### src/rtl/mem_stage_lsu_pkg.sv
// rtl/mem_stage_lsu_pkg.sv - shared types and constants for the MEM-stage load/store unit
package lsu_pkg;

   typedef enum logic [1:0] {
      NONE  = 2'b00,
      LOAD  = 2'b01,
      STORE = 2'b10
   } mem_op_e;

   typedef enum logic [1:0] {
      BYTE = 2'b00,
      HALF = 2'b01,
      WORD = 2'b10
   } data_type_e;

   typedef enum logic [1:0] {
      IDLE = 2'b00,
      BUSY = 2'b01,
      DONE = 2'b10
   } lsu_state_e;

   localparam int LSU_CNT_W = 8;

   // Size code 2'b11 behaves as a word everywhere.
   function automatic logic is_misaligned(input logic [1:0] dtype, input logic [1:0] lo);
      if (dtype == HALF) return lo[0];
      if (dtype[1])      return |lo;
      return 1'b0;
   endfunction

endpackage

### src/rtl/mem_stage_lsu_align.sv
// rtl/mem_stage_lsu_align.sv - combinational store lane replication, byte enables and load lane select/extend
module lsu_align
   import lsu_pkg::*;
(
   input  logic [1:0]  st_lo,
   input  logic [1:0]  st_type,
   input  logic [31:0] st_data,
   output logic [31:0] wdata,
   output logic [3:0]  be,
   input  logic [1:0]  ld_lo,
   input  logic [1:0]  ld_type,
   input  logic        ld_unsigned,
   input  logic [31:0] rdata,
   output logic [31:0] ld_data
);

   logic [7:0]  ld_byte;
   logic [15:0] ld_half;

   always_comb begin
      wdata = st_data;
      be    = 4'b1111;
      if (st_type == BYTE) begin
         wdata = {4{st_data[7:0]}};
         be    = 4'b0001 << st_lo;
      end else if (st_type == HALF) begin
         wdata = {2{st_data[15:0]}};
         be    = 4'b0011 << {st_lo[1], 1'b0};
      end
   end

   always_comb begin
      case (ld_lo)
         2'd0:    ld_byte = rdata[7:0];
         2'd1:    ld_byte = rdata[15:8];
         2'd2:    ld_byte = rdata[23:16];
         default: ld_byte = rdata[31:24];
      endcase
      ld_half = ld_lo[1] ? rdata[31:16] : rdata[15:0];

      ld_data = rdata;
      if (ld_type == BYTE)
         ld_data = {{24{~ld_unsigned & ld_byte[7]}}, ld_byte};
      else if (ld_type == HALF)
         ld_data = {{16{~ld_unsigned & ld_half[15]}}, ld_half};
   end

endmodule

### src/rtl/mem_stage_lsu.sv
// rtl/mem_stage_lsu.sv - MEM-stage load/store unit: request/ack FSM, wait timeout, stall generation
// Optional misaligned-access trap when LSU_MISALIGN_TRAP_EN is defined.
module mem_stage_lsu
   import lsu_pkg::*;
#(
   parameter int MAX_WAIT = 15
) (
   input  logic        i_clk,
   input  logic        i_rst,
   input  logic [31:0] i_alu_dataM,
   input  logic [31:0] i_rs2_dataM,
   input  logic [1:0]  i_mem_wrenM,
   input  logic [1:0]  i_data_typeM,
   input  logic        i_unsignedM,
   input  logic        i_hold,
   output logic        o_stallM,
   output logic        o_req,
   output logic        o_we,
   output logic [31:0] o_addr,
   output logic [3:0]  o_be,
   output logic [31:0] o_wdata,
   input  logic        i_ack,
   input  logic [31:0] i_rdata,
   output logic [31:0] o_ld_dataM,
   output logic        o_ld_validM,
   output logic        o_misalignedM,
   output logic        o_bus_errM
);

   localparam logic [LSU_CNT_W-1:0] WAIT_LAST = LSU_CNT_W'(MAX_WAIT - 1);

   lsu_state_e             state_q, state_d;
   logic [LSU_CNT_W-1:0]   cnt_q;
   logic                   err_q, is_load_q, uns_q;
   logic [1:0]             lo_q, type_q;
   logic                   access, go;
   logic [1:0]             eff_lo;
   logic [31:0]            wdata_c, ld_fmt;
   logic [3:0]             be_c;

   assign access = (state_q == IDLE) &&
                   ((i_mem_wrenM == LOAD) || (i_mem_wrenM == STORE));

`ifdef LSU_MISALIGN_TRAP_EN
   logic mis;
   assign mis           = is_misaligned(i_data_typeM, i_alu_dataM[1:0]);
   assign go            = access && !mis;
   assign o_misalignedM = access && mis;
   assign eff_lo        = i_alu_dataM[1:0];
`else
   // Without the trap, misaligned halves/words are silently aligned down.
   assign go            = access;
   assign o_misalignedM = 1'b0;
   assign eff_lo        = (i_data_typeM == BYTE) ? i_alu_dataM[1:0] :
                          (i_data_typeM == HALF) ? {i_alu_dataM[1], 1'b0} : 2'b00;
`endif

   assign o_stallM    = go || (state_q == BUSY);
   assign o_req       = (state_q == BUSY);
   assign o_ld_validM = (state_q == DONE) && is_load_q;
   assign o_bus_errM  = (state_q == DONE) && err_q;

   lsu_align u_align (
      .st_lo       (eff_lo),
      .st_type     (i_data_typeM),
      .st_data     (i_rs2_dataM),
      .wdata       (wdata_c),
      .be          (be_c),
      .ld_lo       (lo_q),
      .ld_type     (type_q),
      .ld_unsigned (uns_q),
      .rdata       (i_rdata),
      .ld_data     (ld_fmt)
   );

   always_ff @(posedge i_clk or posedge i_rst) begin
      if (i_rst) state_q <= IDLE;
      else       state_q <= state_d;
   end

   always_comb begin
      state_d = state_q;
      case (state_q)
         IDLE:    if (go) state_d = BUSY;
         BUSY:    if (i_ack || (cnt_q == WAIT_LAST)) state_d = DONE;
         DONE:    if (!i_hold) state_d = IDLE;
         default: state_d = IDLE;
      endcase
   end

   always_ff @(posedge i_clk or posedge i_rst) begin
      if (i_rst) begin
         cnt_q      <= '0;
         err_q      <= 1'b0;
         is_load_q  <= 1'b0;
         uns_q      <= 1'b0;
         lo_q       <= 2'b00;
         type_q     <= 2'b00;
         o_addr     <= '0;
         o_be       <= '0;
         o_we       <= 1'b0;
         o_wdata    <= '0;
         o_ld_dataM <= '0;
      end else begin
         case (state_q)
            IDLE: if (go) begin
               o_addr     <= {i_alu_dataM[31:2], 2'b00};
               o_be       <= be_c;
               o_we       <= (i_mem_wrenM == STORE);
               o_wdata    <= wdata_c;
               cnt_q      <= '0;
               err_q      <= 1'b0;
               o_ld_dataM <= '0;
               is_load_q  <= (i_mem_wrenM == LOAD);
               lo_q       <= eff_lo;
               type_q     <= i_data_typeM;
               uns_q      <= i_unsignedM;
            end
            BUSY: begin
               cnt_q <= cnt_q + 1'b1;
               if (i_ack) begin
                  if (is_load_q) o_ld_dataM <= ld_fmt;
               end else if (cnt_q == WAIT_LAST) begin
                  err_q      <= 1'b1;
                  o_ld_dataM <= '0;
               end
            end
            default: ;
         endcase
      end
   end

endmodule

### config.mk
export PLATFORM = sky130hd
export DESIGN_NAME = mem_stage_lsu
export DESIGN_NICKNAME = d
export VERILOG_FILES = /design/src/rtl/mem_stage_lsu_pkg.sv /design/src/rtl/mem_stage_lsu_align.sv /design/src/rtl/mem_stage_lsu.sv
export SDC_FILE = /design/constraint.sdc
export NUM_CORES = 1
export LEC_CHECK = 0
export BUFFER_PORTS_ARGS = -buffer_cell sky130_fd_sc_hd__buf_2
export CORE_UTILIZATION = 49
export DETAILED_ROUTE_END_ITERATION = 8
export GPL_ROUTABILITY_DRIVEN = 0
export PLACE_DENSITY = 0.89
export SYNTH_ARGS = -nofsm -noshare
export SYNTH_HDL_FRONTEND = slang
export SYNTH_SLANG_ARGS = --single-unit
### constraint.sdc
create_clock -name i_clk -period 5.25 [get_ports i_clk]
set_input_delay 1.05 -clock i_clk [delete_from_list [all_inputs] [get_ports i_clk]]
set_output_delay 1.05 -clock i_clk [all_outputs]
set_load 0.02 [all_outputs]
==> impl_metrics.yaml <==
timing:
  fin_crit_sh_pct: 58.89
  fmax_ghz: 0.3235
  setup_slack_ns: 2.158
  period_minus_slack_ns: 3.092
  hold_viol: 0
  clock_skew_ns: 0.006908
  drv_slew: 0
  relSlewSlack_pct: 28.90
  rsz0062_at_grt: "no"
  final.setup.tns_ns: 0
  setup_violations: 0
  worst_slew_pin_slew_ns: 1.067
place:
  place_area_um2: 6497
  dpl_worst_slack_ns: 2.045
  dpl.hpwl_mm: 10.77
  port_buffers: 207
synthesis:
  yosysTopAreaCellShare_pct: 53.49
  synth-xor-area-share_pct: 0.1614
  yosysWarnings: 0
  synth_fa_ha_area_share_pct: 0.9223
  synth_compound_gate_area_share_pct: 15.86
  synth_area_leaders: "dfrtp_1 (53%), nand2_1 (12%), mux2i_1 (5.2%), a221o_1 (4.1%), o21ai_0 (3.5%)"
  synth_top_flop_cell: "dfrtp_1"
  synth_area_leader_cell: "dfrtp_1"
  synth_edf_count: 0
  yosys.area_share.simple_pct: 16.81
  syn_area_per_cell_um2: 9.760
  synth_top_family_by_area: "simple AND/OR/NAND/NOR gates"
  synthArstFlopShare_pct: 100.0
  yosysUniqueCellTypes: 44
  synthMuxAreaShare_pct: 8.070
  netlist_instances: 556
  seq_area_frac_synth_pct: 53.49
  ys_ff_latch: 116
  synth_area_um2: 5426
layout:
  final_util_pct: 65.79
  seqCellArea_um2: 2903
  fillCellCount: 841
  fin_nets: 856
  drive_gt1_share_pct: 34.21
  stdcell_area_um2: 7101
  n_antenna_cell: 0
  multi_input_area_um2: 2287
  area_delta_synth_final_pct: 30.85
pwr:
  pwr-share-clk_pct: 26.5
  switching_share_pct: 41.77
  share_comb_of_total_power_pct: 38.3
  peakVddDrop_uv: 385.9
  power.switching_mw: 1.863
  p_leak_nw: 3.783
  intPower_mw: 2.597
  seq_power_share_pct: 35.1
  power_mw: 4.460
  powerDensity_nw_per_um2: 628.2
clock_tree:
  cts_buffers: 17
  clockBufferDepth: 2
  ctsHoldBuffers: 0
  clkSinkCount: 116
  path_clk_slew_ns: 0.06
  post_cts_buffers: 0
  cts_root_buffer: "clkbuf_8"
  postCtsResizedCells: 0
  cts_tree: "yes"
  insertion_delay_ns: 0.50
  htree_levels: 4
die:
  die_width_um: 107.2
  die_y_um: 107.2
  start_util_pct: 50.28
  die_area_um2: 11500
  pin_count: 211
  core_um2: 10790
  num_rows: 38
worst_setup_path:
  slowest_stage: "ha_1"
  crit_top_cell: "buf_2"
  cp-end-kind: "output pin"
  cp_top_family: "buffers and inverters"
  crit_path_max_incr_delay_ns: 0.32
  setup.worst_path.class: "primary input to output pin"
  critPathRequiredTime_ns: 4.20
  worstPathArrival_ns: 2.04
  critPathLaunchType: "primary input"
  crit_chain: "buf_2 -> inv_1 -> ha_1 -> nor3_2 -> nor2_1 -> inv_2 -> buf_2"
  cp_max_fo: 4
  path_buf_inv: 4
worst_hold_path:
  min_path_type: "register to register"
flow_run:
  cap_violations: 0
detailed_routing:
  via_count: 4999
  vias_per_cell: 5.554
  route.antenna.remaining_nets: 0
  post-route-drc-count: 0
  totalWireLength_mm: 15.23
  firstDrtPassIters: 5
  wire_per_inst_um: 16.92
  drtIter0Drc: 458
grt:
  first_global_vias: 4614
  grt_pass1_wl_mm: 23.62
  antenna_found_initial: 0
  grt.overflow.total: 0
  grt_usage_pct: 26.88
  grt_max_degree: 84
status:
  outcome: "complete, no violations"
==> registers in the layout, summed over array words and instances (netlist names) <==
| name | cells |
|---|---|
| cnt_q | 8 |
| err_q | 1 |
| is_load_q | 1 |
| lo_q | 2 |
| o_addr | 30 |
| o_be | 4 |
| o_ld_dataM | 32 |
| o_wdata | 32 |
| o_we | 1 |
| state_q | 2 |
| type_q | 2 |
| uns_q | 1 |
==> worst register-to-register path: cells and delay by family, from the launching register on <==
family,cells,cell delay (ns)
AO/OA/AOI/OAI,2,1.10
AND/OR/NAND/NOR,2,0.68
flip-flops,1,0.42
buffers and inverters,1,0.21
==> final cells by class <==
cell class	instances	share of cell area [%]
well taps	140	2.467
clock buffers	19	6.079
inverters	17	0.9339
multi-input cells	384	32.21
flip-flops and latches	116	40.88
clock inverters	13	2.414
repair buffers	211	15.01
==> cells by family after synthesis <==
kind of cell | after synthesis
simple gates | 221
compound gates | 119
flops | 116
buf+inv | 58
mux | 36
fa+ha+maj | 4
other cells | 1
xor+xnor | 1
==> synthesized netlist by cell type (all sizes together), types with 2 or more instances <==
cell type    n
mux2         2
a32o         2
a22o         9
nand2      170
buf         18
clkbuf      23
a21oi       10
nor3         7
dfrtp      116
nor2        19
a2bb2oi      6
inv         17
mux4         6
ha           4
o22a         2
a221o       22
o31ai        2
mux2i       28
nand3b       2
nor2b        2
nand2b       5
o2bb2ai      6
o21ai       38
and2         2
nand3        9
o22ai       17
==> layer usage <==
metal | GRT usage (%) | share of wire, % | up-vias
met2 | 42.95 | 48 | 284
met5 | 0 | 0 | -
li1 | - | - | 2317
met1 | 35.82 | 42 | 2375
met3 | 6.565 | 7.9 | 23
met4 | 9.295 | 2.1 | 0
==> placed cells by master, fill, tap and decap left out, types with 2 or more instances in the layout <==
| cell type | n |
|---|---|
| a21oi_1 | 10 |
| a221o_1 | 22 |
| a22o_1 | 9 |
| a2bb2oi_1 | 6 |
| a32o_1 | 2 |
| and2_1 | 2 |
| buf_2 | 207 |
| buf_4 | 4 |
| bufinv_16 | 3 |
| clkbuf_16 | 16 |
| clkbuf_8 | 2 |
| clkinv_4 | 2 |
| clkinvlp_4 | 2 |
| conb_1 | 3 |
| dfrtp_1 | 116 |
| ha_1 | 4 |
| inv_1 | 14 |
| inv_2 | 2 |
| inv_6 | 5 |
| mux2_2 | 2 |
| mux2i_1 | 28 |
| mux4_2 | 6 |
| nand2_1 | 169 |
| nand2b_1 | 5 |
| nand3_1 | 9 |
| nand3b_1 | 2 |
| nor2_1 | 18 |
| nor2b_1 | 2 |
| nor3_1 | 6 |
| o21ai_0 | 38 |
| o22a_1 | 2 |
| o22ai_1 | 17 |
| o2bb2ai_1 | 6 |
| o31ai_1 | 2 |
==> worst paths after layout <==
check                          startpoint              to  slack (ns)  cells after the start
max                        i_mem_wrenM[0]        o_stallM        2.16                      7
min                             o_addr[5]       o_addr[5]        0.47                      2
max reg2reg                    state_q[1]  o_ld_dataM[15]        2.76                      5
min reg2reg                     o_addr[5]       o_addr[5]        0.47                      2
max in group asynchronous           i_rst  o_ld_dataM[11]        3.45                      3
min in group asynchronous           i_rst  o_ld_dataM[16]        0.75                      2
==> metrics by stage <==
step	std cells	hold WS [ns]
6_report	900	0.4713
5_1_grt	900	0.4903
4_1_cts	900	0.4721
3_5_place_dp	868	0.4567
3_3_place_gp	868	0.4543
2_1_floorplan	558	0.4492
==> power groups by stage <==
| stage | sequential (mW) | clock (mW) | combinational, mW |
|---|---|---|---|
| 2_1_floorplan | 1.85 | 0 | 0.856 |
| 3_3_place_gp | 1.56 | 0 | 1.67 |
| 3_5_place_dp | 1.56 | 0 | 1.73 |
| 4_1_cts | 1.56 | 1.20 | 1.72 |
| 5_1_grt | 1.61 | 1.24 | 1.86 |
| 6_report | 1.57 | 1.18 | 1.71 |
No activity file was read; power rests on OpenSTA's default activity.
